[config.mk]
export PLATFORM = sky130hd
export DESIGN_NAME = exec_unit_p
export DESIGN_NICKNAME = d
export VERILOG_FILES = /design/src/rtl/exec_unit_pkg.sv /design/src/rtl/exec_alu.sv /design/src/rtl/exec_unit_p.sv
export SDC_FILE = /design/constraint.sdc
export NUM_CORES = 1
export LEC_CHECK = 0
export ABC_AREA = 0
export BUFFER_PORTS_ARGS = -buffer_cell sky130_fd_sc_hd__buf_2
export CAP_MARGIN = 25
export CORE_ASPECT_RATIO = 1.5
export CORE_MARGIN = 3
export CORE_UTILIZATION = 35
export CTS_CLUSTER_SIZE = 25
export DETAILED_ROUTE_END_ITERATION = 8
export GPL_TIMING_DRIVEN = 0
export HOLD_SLACK_MARGIN = 0.08
export PLACE_DENSITY = 0.58
export SYNTH_ARGS = -nofsm -noshare
export SYNTH_HDL_FRONTEND = slang
export SYNTH_SLANG_ARGS = --single-unit
[constraint.sdc]
create_clock -name clk -period 4.65 [get_ports clk]
set_clock_uncertainty 0.1 [all_clocks]
set_input_delay 0.2325 -clock clk [delete_from_list [all_inputs] [get_ports clk]]
set_output_delay 0.2325 -clock clk [all_outputs]
set_load 0.03 [all_outputs]
[src/rtl/exec_unit_pkg.sv]
// Shared types and IR field layout for exec_unit_p.
//  alu_op_e      : 4-bit ALU opcode held in IR[DW-1:DW-4]; codes 14 and 15 behave as ZERO
//  fetch_state_e : fetch sequencer states
//  op_lo/w_lo/r_lo/s_lo : low bit index of each IR field, as functions of DW and AW
package exec_unit_pkg;

    typedef enum logic [3:0] {
        PASS_S = 4'd0,
        PASS_R = 4'd1,
        ADD    = 4'd2,
        SUB    = 4'd3,
        INC    = 4'd4,
        DEC    = 4'd5,
        AND    = 4'd6,
        OR     = 4'd7,
        XOR    = 4'd8,
        NOT_S  = 4'd9,
        SHL    = 4'd10,
        SHR    = 4'd11,
        ASR    = 4'd12,
        ZERO   = 4'd13
    } alu_op_e;

    typedef enum logic [1:0] {
        IDLE = 2'd0,
        REQ  = 2'd1,
        DONE = 2'd2
    } fetch_state_e;

    localparam int unsigned OP_W = 4;

    function automatic int unsigned op_lo(input int unsigned dw);
        return dw - OP_W;
    endfunction

    function automatic int unsigned w_lo(input int unsigned aw);
        return 2 * aw;
    endfunction

    function automatic int unsigned r_lo(input int unsigned aw);
        return aw;
    endfunction

    function automatic int unsigned s_lo(input int unsigned aw);
        return 0 * aw;
    endfunction

endpackage

[src/rtl/exec_alu.sv]
// Combinational ALU for exec_unit_p.
// Ports:
//  op     in  alu_op_e  operation select
//  r      in  DW        R operand
//  s      in  DW        S operand (unary ops and shifts act on S)
//  result out DW        operation result
//  c      out 1         carry / borrow / shifted-out bit, 0 for logic ops
//  n, z   out 1         result MSB, result == 0
// ADD/SUB/INC/DEC produce carry-out (SUB/DEC: borrow) from a DW+1 bit sum.
module exec_alu
    import exec_unit_pkg::*;
#(
    parameter int unsigned DW = 16
) (
    input  alu_op_e       op,
    input  logic [DW-1:0] r,
    input  logic [DW-1:0] s,
    output logic [DW-1:0] result,
    output logic          c,
    output logic          n,
    output logic          z
);

    logic [DW:0] wide;

    always_comb begin
        wide   = '0;
        result = '0;
        c      = 1'b0;
        case (op)
            PASS_S: result = s;
            PASS_R: result = r;
            ADD: begin
                wide   = {1'b0, r} + {1'b0, s};
                result = wide[DW-1:0];
                c      = wide[DW];
            end
            SUB: begin
                // top bit of the widened difference is the borrow
                wide   = {1'b0, r} - {1'b0, s};
                result = wide[DW-1:0];
                c      = wide[DW];
            end
            INC: begin
                wide   = {1'b0, s} + (DW+1)'(1);
                result = wide[DW-1:0];
                c      = wide[DW];
            end
            DEC: begin
                wide   = {1'b0, s} - (DW+1)'(1);
                result = wide[DW-1:0];
                c      = wide[DW];
            end
            AND:   result = r & s;
            OR:    result = r | s;
            XOR:   result = r ^ s;
            NOT_S: result = ~s;
            SHL: begin
                result = {s[DW-2:0], 1'b0};
                c      = s[DW-1];
            end
            SHR: begin
                result = {1'b0, s[DW-1:1]};
                c      = s[0];
            end
            ASR: begin
                result = {s[DW-1], s[DW-1:1]};
                c      = s[0];
            end
            default: result = '0;
        endcase
        n = result[DW-1];
        z = (result == '0);
    end

endmodule

[src/rtl/exec_unit_p.sv]
// Execution unit: register file, ALU, C/N/Z flags, PC, IR and a req/ack fetch sequencer.
// Optional feature macro: BRANCH_REL_EN (adds input pc_rel for PC-relative branches).
// Ports:
//  clk, reset          clock; synchronous active-low reset
//  w_en                write ALU result to reg[W] and latch C/N/Z
//  s_sel               S operand source: 1 = D_in, 0 = reg[S]
//  adr_sel             idle Address source: 1 = reg[R], 0 = PC
//  pc_ld, pc_inc       PC load from ALU / increment (idle only, pc_ld wins)
//  pc_rel              (BRANCH_REL_EN) PC += sign_ext(IR[7:0]) (idle only)
//  ir_ld               IR <= D_in (idle only)
//  fetch, mem_ack      start fetch (IDLE only) / memory data valid
//  D_in                memory read data
//  mem_req, busy       fetch request / sequencer not IDLE
//  fetch_done          one-cycle pulse after a fetch loaded IR
//  Address, D_out      memory address / combinational ALU result
//  ir_out, C, N, Z     IR contents and registered flags
module exec_unit_p
    import exec_unit_pkg::*;
#(
    parameter int unsigned   DW       = 16,
    parameter int unsigned   RF_DEPTH = 8,
    parameter logic [DW-1:0] PC_RST   = '0
) (
    input  logic          clk,
    input  logic          reset,
    input  logic          w_en,
    input  logic          s_sel,
    input  logic          adr_sel,
    input  logic          pc_ld,
    input  logic          pc_inc,
    input  logic          ir_ld,
`ifdef BRANCH_REL_EN
    input  logic          pc_rel,
`endif
    input  logic          fetch,
    input  logic          mem_ack,
    input  logic [DW-1:0] D_in,
    output logic          mem_req,
    output logic          busy,
    output logic          fetch_done,
    output logic [DW-1:0] Address,
    output logic [DW-1:0] D_out,
    output logic [DW-1:0] ir_out,
    output logic          C,
    output logic          N,
    output logic          Z
);

    localparam int unsigned AW    = $clog2(RF_DEPTH);
    localparam int unsigned OP_LO = op_lo(DW);
    localparam int unsigned W_LO  = w_lo(AW);
    localparam int unsigned R_LO  = r_lo(AW);
    localparam int unsigned S_LO  = s_lo(AW);

    fetch_state_e  state, state_nx;
    logic [DW-1:0] rf [RF_DEPTH];
    logic [DW-1:0] pc, pc_nx, ir;
    logic [AW-1:0] w_idx, r_idx, s_idx;
    logic [DW-1:0] r_val, s_val;
    alu_op_e       op;
    logic          alu_c, alu_n, alu_z;
    logic          idle, ack_edge;

    assign op    = alu_op_e'(ir[OP_LO +: OP_W]);
    assign w_idx = ir[W_LO +: AW];
    assign r_idx = ir[R_LO +: AW];
    assign s_idx = ir[S_LO +: AW];

    assign r_val = rf[r_idx];
    assign s_val = s_sel ? D_in : rf[s_idx];

    exec_alu #(.DW(DW)) u_alu (
        .op     (op),
        .r      (r_val),
        .s      (s_val),
        .result (D_out),
        .c      (alu_c),
        .n      (alu_n),
        .z      (alu_z)
    );

    assign idle     = (state == IDLE);
    assign ack_edge = (state == REQ) && mem_ack;
    assign Address  = (idle && adr_sel) ? r_val : pc;
    assign ir_out   = ir;

    // Register file and flags; w_en is honoured in every state.
    always_ff @(posedge clk) begin
        if (!reset) begin
            for (int unsigned i = 0; i < RF_DEPTH; i++) rf[i] <= '0;
            C <= 1'b0;
            N <= 1'b0;
            Z <= 1'b0;
        end else if (w_en) begin
            rf[w_idx] <= D_out;
            C         <= alu_c;
            N         <= alu_n;
            Z         <= alu_z;
        end
    end

    // PC source select: a completing fetch increments; otherwise idle strobes apply.
    always_comb begin
        pc_nx = pc;
        if (ack_edge) begin
            pc_nx = pc + DW'(1);
        end else if (idle) begin
            if (pc_ld) begin
                pc_nx = D_out;
`ifdef BRANCH_REL_EN
            end else if (pc_rel) begin
                pc_nx = pc + {{(DW-8){ir[7]}}, ir[7:0]};
`endif
            end else if (pc_inc) begin
                pc_nx = pc + DW'(1);
            end
        end
    end

    always_ff @(posedge clk) begin
        if (!reset) begin
            pc <= PC_RST;
            ir <= '0;
        end else begin
            pc <= pc_nx;
            if (ack_edge || (idle && ir_ld)) ir <= D_in;
        end
    end

    always_ff @(posedge clk) begin
        if (!reset) state <= IDLE;
        else        state <= state_nx;
    end

    always_comb begin
        state_nx   = state;
        mem_req    = 1'b0;
        busy       = 1'b1;
        fetch_done = 1'b0;
        case (state)
            IDLE: begin
                busy = 1'b0;
                if (fetch) state_nx = REQ;
            end
            REQ: begin
                mem_req = 1'b1;
                if (mem_ack) state_nx = DONE;
            end
            DONE: begin
                fetch_done = 1'b1;
                state_nx   = IDLE;
            end
            default: begin
                busy     = 1'b0;
                state_nx = IDLE;
            end
        endcase
    end

endmodule

# After elaboration in Yosys (flattened, before gate mapping)
# Memories as Yosys holds them, arrays and structs flattened. A register that Yosys moved wholly into a read port is not among the register bits.
# Index checks and enable logic that the tools add are counted.
[word_totals]
regBits = 37
ram_bits = 128
elab_cells = 71
n_memories = 1
[op_classes]
n_addsub = 5
n_eq_ne = 16
muxes = 25
n_bitwise = 4
n_reduce_logical = 14
[memory_table]
columns = ["name", "words", "word_bits", "read_ports", "rd_clocked_by_memory_dff", "write_ports", "line", "text"]
rows = [
  ["rf", 8, 16, 2, 2, 8, "exec_unit_p.sv:56", "logic [DW-1:0] rf [RF_DEPTH];"],
]
[op_table]
columns = ["op", "count"]
rows = [
  ["16-bit case mux with 13 select lines", 1],
  ["16-bit 2-to-1 mux", 7],
  ["4-bit equality test (second input constant)", 5],
  ["16-bit by 1-bit adder with 17-bit output (second input constant)", 1],
  ["16-bit by 16-bit adder with 17-bit output", 1],
  ["16-bit by 1-bit subtractor with 17-bit output (second input constant)", 1],
  ["16-bit by 16-bit subtractor with 17-bit output", 1],
  ["16-bit by 1-bit adder with 16-bit output (second input constant)", 1],
  ["16-bit bitwise AND", 1],
  ["4-bit by 3-bit equality test with 1-bit output (second input constant)", 4],
  ["16-bit logical NOT", 1],
  ["16-bit NOT", 1],
  ["16-bit bitwise OR", 1],
  ["16-bit OR reduction", 1],
  ["16-bit bitwise XOR", 1],
  ["3-bit 2-to-1 mux", 5],
  ["4-bit by 2-bit equality test with 1-bit output (second input constant)", 2],
  ["1-bit 2-to-1 mux", 8],
  ["1-bit case mux with 6 select lines", 1],
  ["4-bit by 1-bit equality test with 1-bit output (second input constant)", 1],
  ["4-bit logical NOT", 1],
  ["2-bit 2-to-1 mux", 2],
  ["2-bit != test (second input constant)", 2],
  ["2-bit case mux with 2 select lines", 1],
  ["9 further kinds", 13],
]

# Depth between registers and ports, before layout
[logic_depth]
word_depth = 6
depth_mapped = 21
ltp_nobuf = 18

# By module
# From an unflattened synthesis, not the netlist that was laid out.
[hier_totals]
cells_unflattened = 1332
area_unflattened_um2 = 13329.0
[modules_own_cells]
columns = ["mod", "n_inst", "cells_per_inst", "area_per_inst_um2"]
rows = [
  ["exec_unit_p", 1, 699, 9076.2],
  ["exec_alu", 1, 633, 4252.8],
]

# Least setup slack after synthesis
# OpenSTA, ideal clock, no wires.
[synth_timing]
kind = "register to register"
from = "register with a tool-made name"
to = "register Z"
setup_time_ns = 0.069
arrival_ns = 5.027
path_slack_ns = -0.546
stages_incl_launch_ff = 20
cell_sequence = "dfxtp_1 > buf_2 > buf_4 > buf_2 > buf_2 > mux4_2 > mux2i_1 > inv_1 > ha_1 > or3b_1 > or3_1 > nand2b_1 > o311ai_1 > a221oi_1 > a211o_1 > a211oi_4 > inv_2 > nor3_1 > nand4_1 > o21ai_1"
[synth_rtl]
columns = ["element", "line", "text"]
rows = [
  ["end signal: assignment", "exec_unit_p.sv:98", "Z <= alu_z;"],
  ["end: declaration", "exec_unit_p.sv:46", "output logic Z"],
]

==> results.toml <==
[status]
status = "finished, violations left"
violations = "setup timing"

[critical_path]
cp-end-kind = "output pin"
crit_family = "simple AND/OR/NAND/NOR gates"
arrival_ps = 4700
reg2reg_slack_ps = -190
crit_slowest_cell = "mux4_2"
critPathMostFrequentCell = "buf_12"
critical_path_required_ps = 4320
worst-path-buf-inv = 9
crit_type = "flip-flop to output pin"
path_max_fanout = 10
crit_path_end = "D_out[15]"
r2r_cells = 21
startpoint_type = "flip-flop"
timing.rr.end = "Z"
path_cells = "buf_6 -> buf_12 -> buf_12 -> buf_12 -> mux4_2 -> mux2i_4 -> inv_2 -> ha_4 -> or3b_4 -> or3_4 -> a32oi_4 -> a2111oi_4 -> o21ai_2 -> and4_4 -> buf_8 -> inv_2 -> buf_4 -> buf_6"
critPathMaxStageDelay_ps = 530
cp.depth = 18

[power_and_ir_drop]
pwr-share-comb_pct = 52.4
vdd_drop_max_uv = 262
seqPwrFrac_pct = 26.9
clkPwrFrac_pct = 20.7
netSwitchingFraction_pct = 42.4
p_leak_uw = 0.00645
p_per_area_nw_per_um2 = 406
p_sw_uw = 2900
p_int_uw = 3930

[cells_and_area]
antenna_cells = 0
final_common_cell = "nor2_1"
area_growth_pct = 29.4
layout_common_cells = "nor2_1 (195), edfxtp_1 (128), nand2_1 (119), buf_4 (87), buf_2 (75)"
nets = 1699
final_util_pct = 46.3
nFillCells = 3428
drive_gt1_share_pct = 27.7

[timing]
rsz0062_at_grt = "true"
slew_viol_final = 0
setup_viol = 16
slew_headroom_pct = 27.8
worst_pin_slew_ps = 1080
hold_violations = 0
setup_ws_ps = -378
post-route-period-util_pct = 108
setup_tns_ps = -2400
period_minus_slack_ps = 5030
fmax_mhz = 199

[grt]
grt_max_degree = 17
grt_pass1_wl_mm = 82.3
grt_use_total_pct = 28.1
grt_pass1_vias = 12800
overflow = 0
antenna_found_initial = 0

[yosys]
ys_types = 88
synth_top_area_share_pct = 29.6
netlist_area_um2 = 13000
synth_warnings = 0
ys.flop_type = "edfxtp_1"
ys_ff_latch = 171
synth_area_per_cell_um2 = 9.22
yosys.area.top_type = "edfxtp_1"
synth_area_leaders = "edfxtp_1 (30%), mux4_2 (7.5%), dfxtp_1 (6.6%), nor2_1 (5.7%), ha_1 (5.2%)"
async_flop_share_pct = 0
synthCells = 1407
ys_seq_area_share_pct = 36.3
synth_edf_count = 128
syn-num-nets = 1488

[die]
floorplan.rows = 85
fp.coreArea_um2 = 36300
die_w_um = 163
die_y_um = 242
initial_core_util_pct = 35.8
dieArea_um2 = 39500
pin_count = 80

[cts]
htreeDepth = 4
clock_path_buffers = 2
cts_buffers = 17
worstSkewPairLatency_ps = 450
clkSlewWorstSetupHoldPaths_ps = 70
root_buffer = "clkbuf_16"
cts_sinks = 171
cts_tree = "yes"

[place]
dp_hpwl_mm = 42.1
io_buffers = 79
gp_congestion = 0.961

[drt]
num_vias = 12800
drt_iter0_drc = 1047
first_pass_iters = 5
ant_nets = 0
wl_mm = 57.2
wl_per_cell_um = 27.1
drt_drc_violations_left = 0
routed_via_density = 6.05

[run]
max_cap_violations = 0

[min_path]
hold_depth = 4
hold_class = "primary input to flip-flop"
power groups by stage:
| stage | registers, uW | clock network, uW | logic (uW) |
|---|---|---|---|
| 4_1_cts | 1830 | 1420 | 3250 |
| 2_1_floorplan | 1850 | 0 | 1760 |
| 3_3_place_gp | 1850 | 0 | 2620 |
| 6_report | 1830 | 1410 | 3580 |
| 5_1_grt | 1840 | 1470 | 3770 |
| 3_5_place_dp | 1850 | 0 | 2650 |
per-layer routing:
layer / part of all wire (%) / global-route usage, % / wire, um / up-vias
li1: - / - / - / 5642
met4: 8.6 / 20.1 / 4890 / 0
met5: 0 / 0 / 0 / -
met1: 34 / 29.5 / 19400 / 6240
met3: 6.0 / 3.51 / 3460 / 238
met2: 51 / 50.9 / 29400 / 642
through the flow:
| step | power [uW] | cell area (um^2) | hold slack (ps) | worst slack [ps] | instances |
|---|---|---|---|---|---|
| 2_1_floorplan | 3610 | 13000 | 280 | 36.6 | 1407 |
| 3_3_place_gp | 4470 | 14000 | 374 | -1380 | 1964 |
| 3_5_place_dp | 4500 | 14100 | 381 | -1410 | 1969 |
| 4_1_cts | 6500 | 16200 | 95.1 | -370 | 2071 |
| 5_1_grt | 7080 | 16800 | 130 | -473 | 2109 |
| 6_report | 6820 | 16800 | 105 | -378 | 2109 |
kinds of logic (layout without fill, tap and decap cells):
kind of cell	after synthesis	after routing	share of synthesized area [%]
adders and majority gates	55	55	5.36
xor gates and xnor gates	19	19	1.28
and+or+nand+nor	515	515	19.0
AOI/OAI and AO/OA	354	354	19.1
DFF	171	171	36.3
muxes	117	117	13.2
buffers and inverters	176	400	5.80
cell usage after synthesis, types with 19 or more instances:
master and number:
ha_1 54, edfxtp_1 128, nand3_1 28, and2_1 22
mux4_2 43, nor2_1 197, nand2_1 119, a21oi_1 79
a21boi_0 19, nor3_1 30, clkbuf_1 77, inv_1 57
nor2b_1 24, o21ai_0 48, mux2i_1 66, dfxtp_1 43
registers in the layout, indices dropped and copies added, names as in the netlist, named ones only:
signal  count
C           1
N           1
Z           1
ir_out     16
pc         16
rf        128
state       2
final cells by class:
cell class / count / area [um^2] / area share (%)
plain buffers: 98 / 693 / 4.13
clock inverters: 12 / 98.8 / 0.588
inverters: 68 / 272 / 1.62
flip-flops and latches: 171 / 4710 / 28.0
multi-input cells: 1060 / 8350 / 49.7
well taps: 478 / 598 / 3.56
clock buffers: 20 / 478 / 2.85
repair buffers: 202 / 1600 / 9.50
tightest hold or removal path, delay by kind of cell:
kind	cells	cell delay, ps
buf+inv	2	170
compound gates	2	210
timing repair:
item                                   CTS  global route
cloned                                   2             3
pin swaps                               43            35
hold buffers                            18             0
buffers inserted                        56            42
gates resized for setup                207            78
setup endpoints to repair              162            59
endpoints found under the hold margin   24             0
worst min path at each step:
stage,from,endpoint,slack [ps]
after floorplan,D_in[6],ir_out[6],280
final,fetch,state[0],100
after global routing,fetch,state[0],130
after CTS,fetch,state[0],100
after detailed placement,Z,Z,380
after global placement,N,N,370
Note: power is estimated with default switching activity, not from simulation.
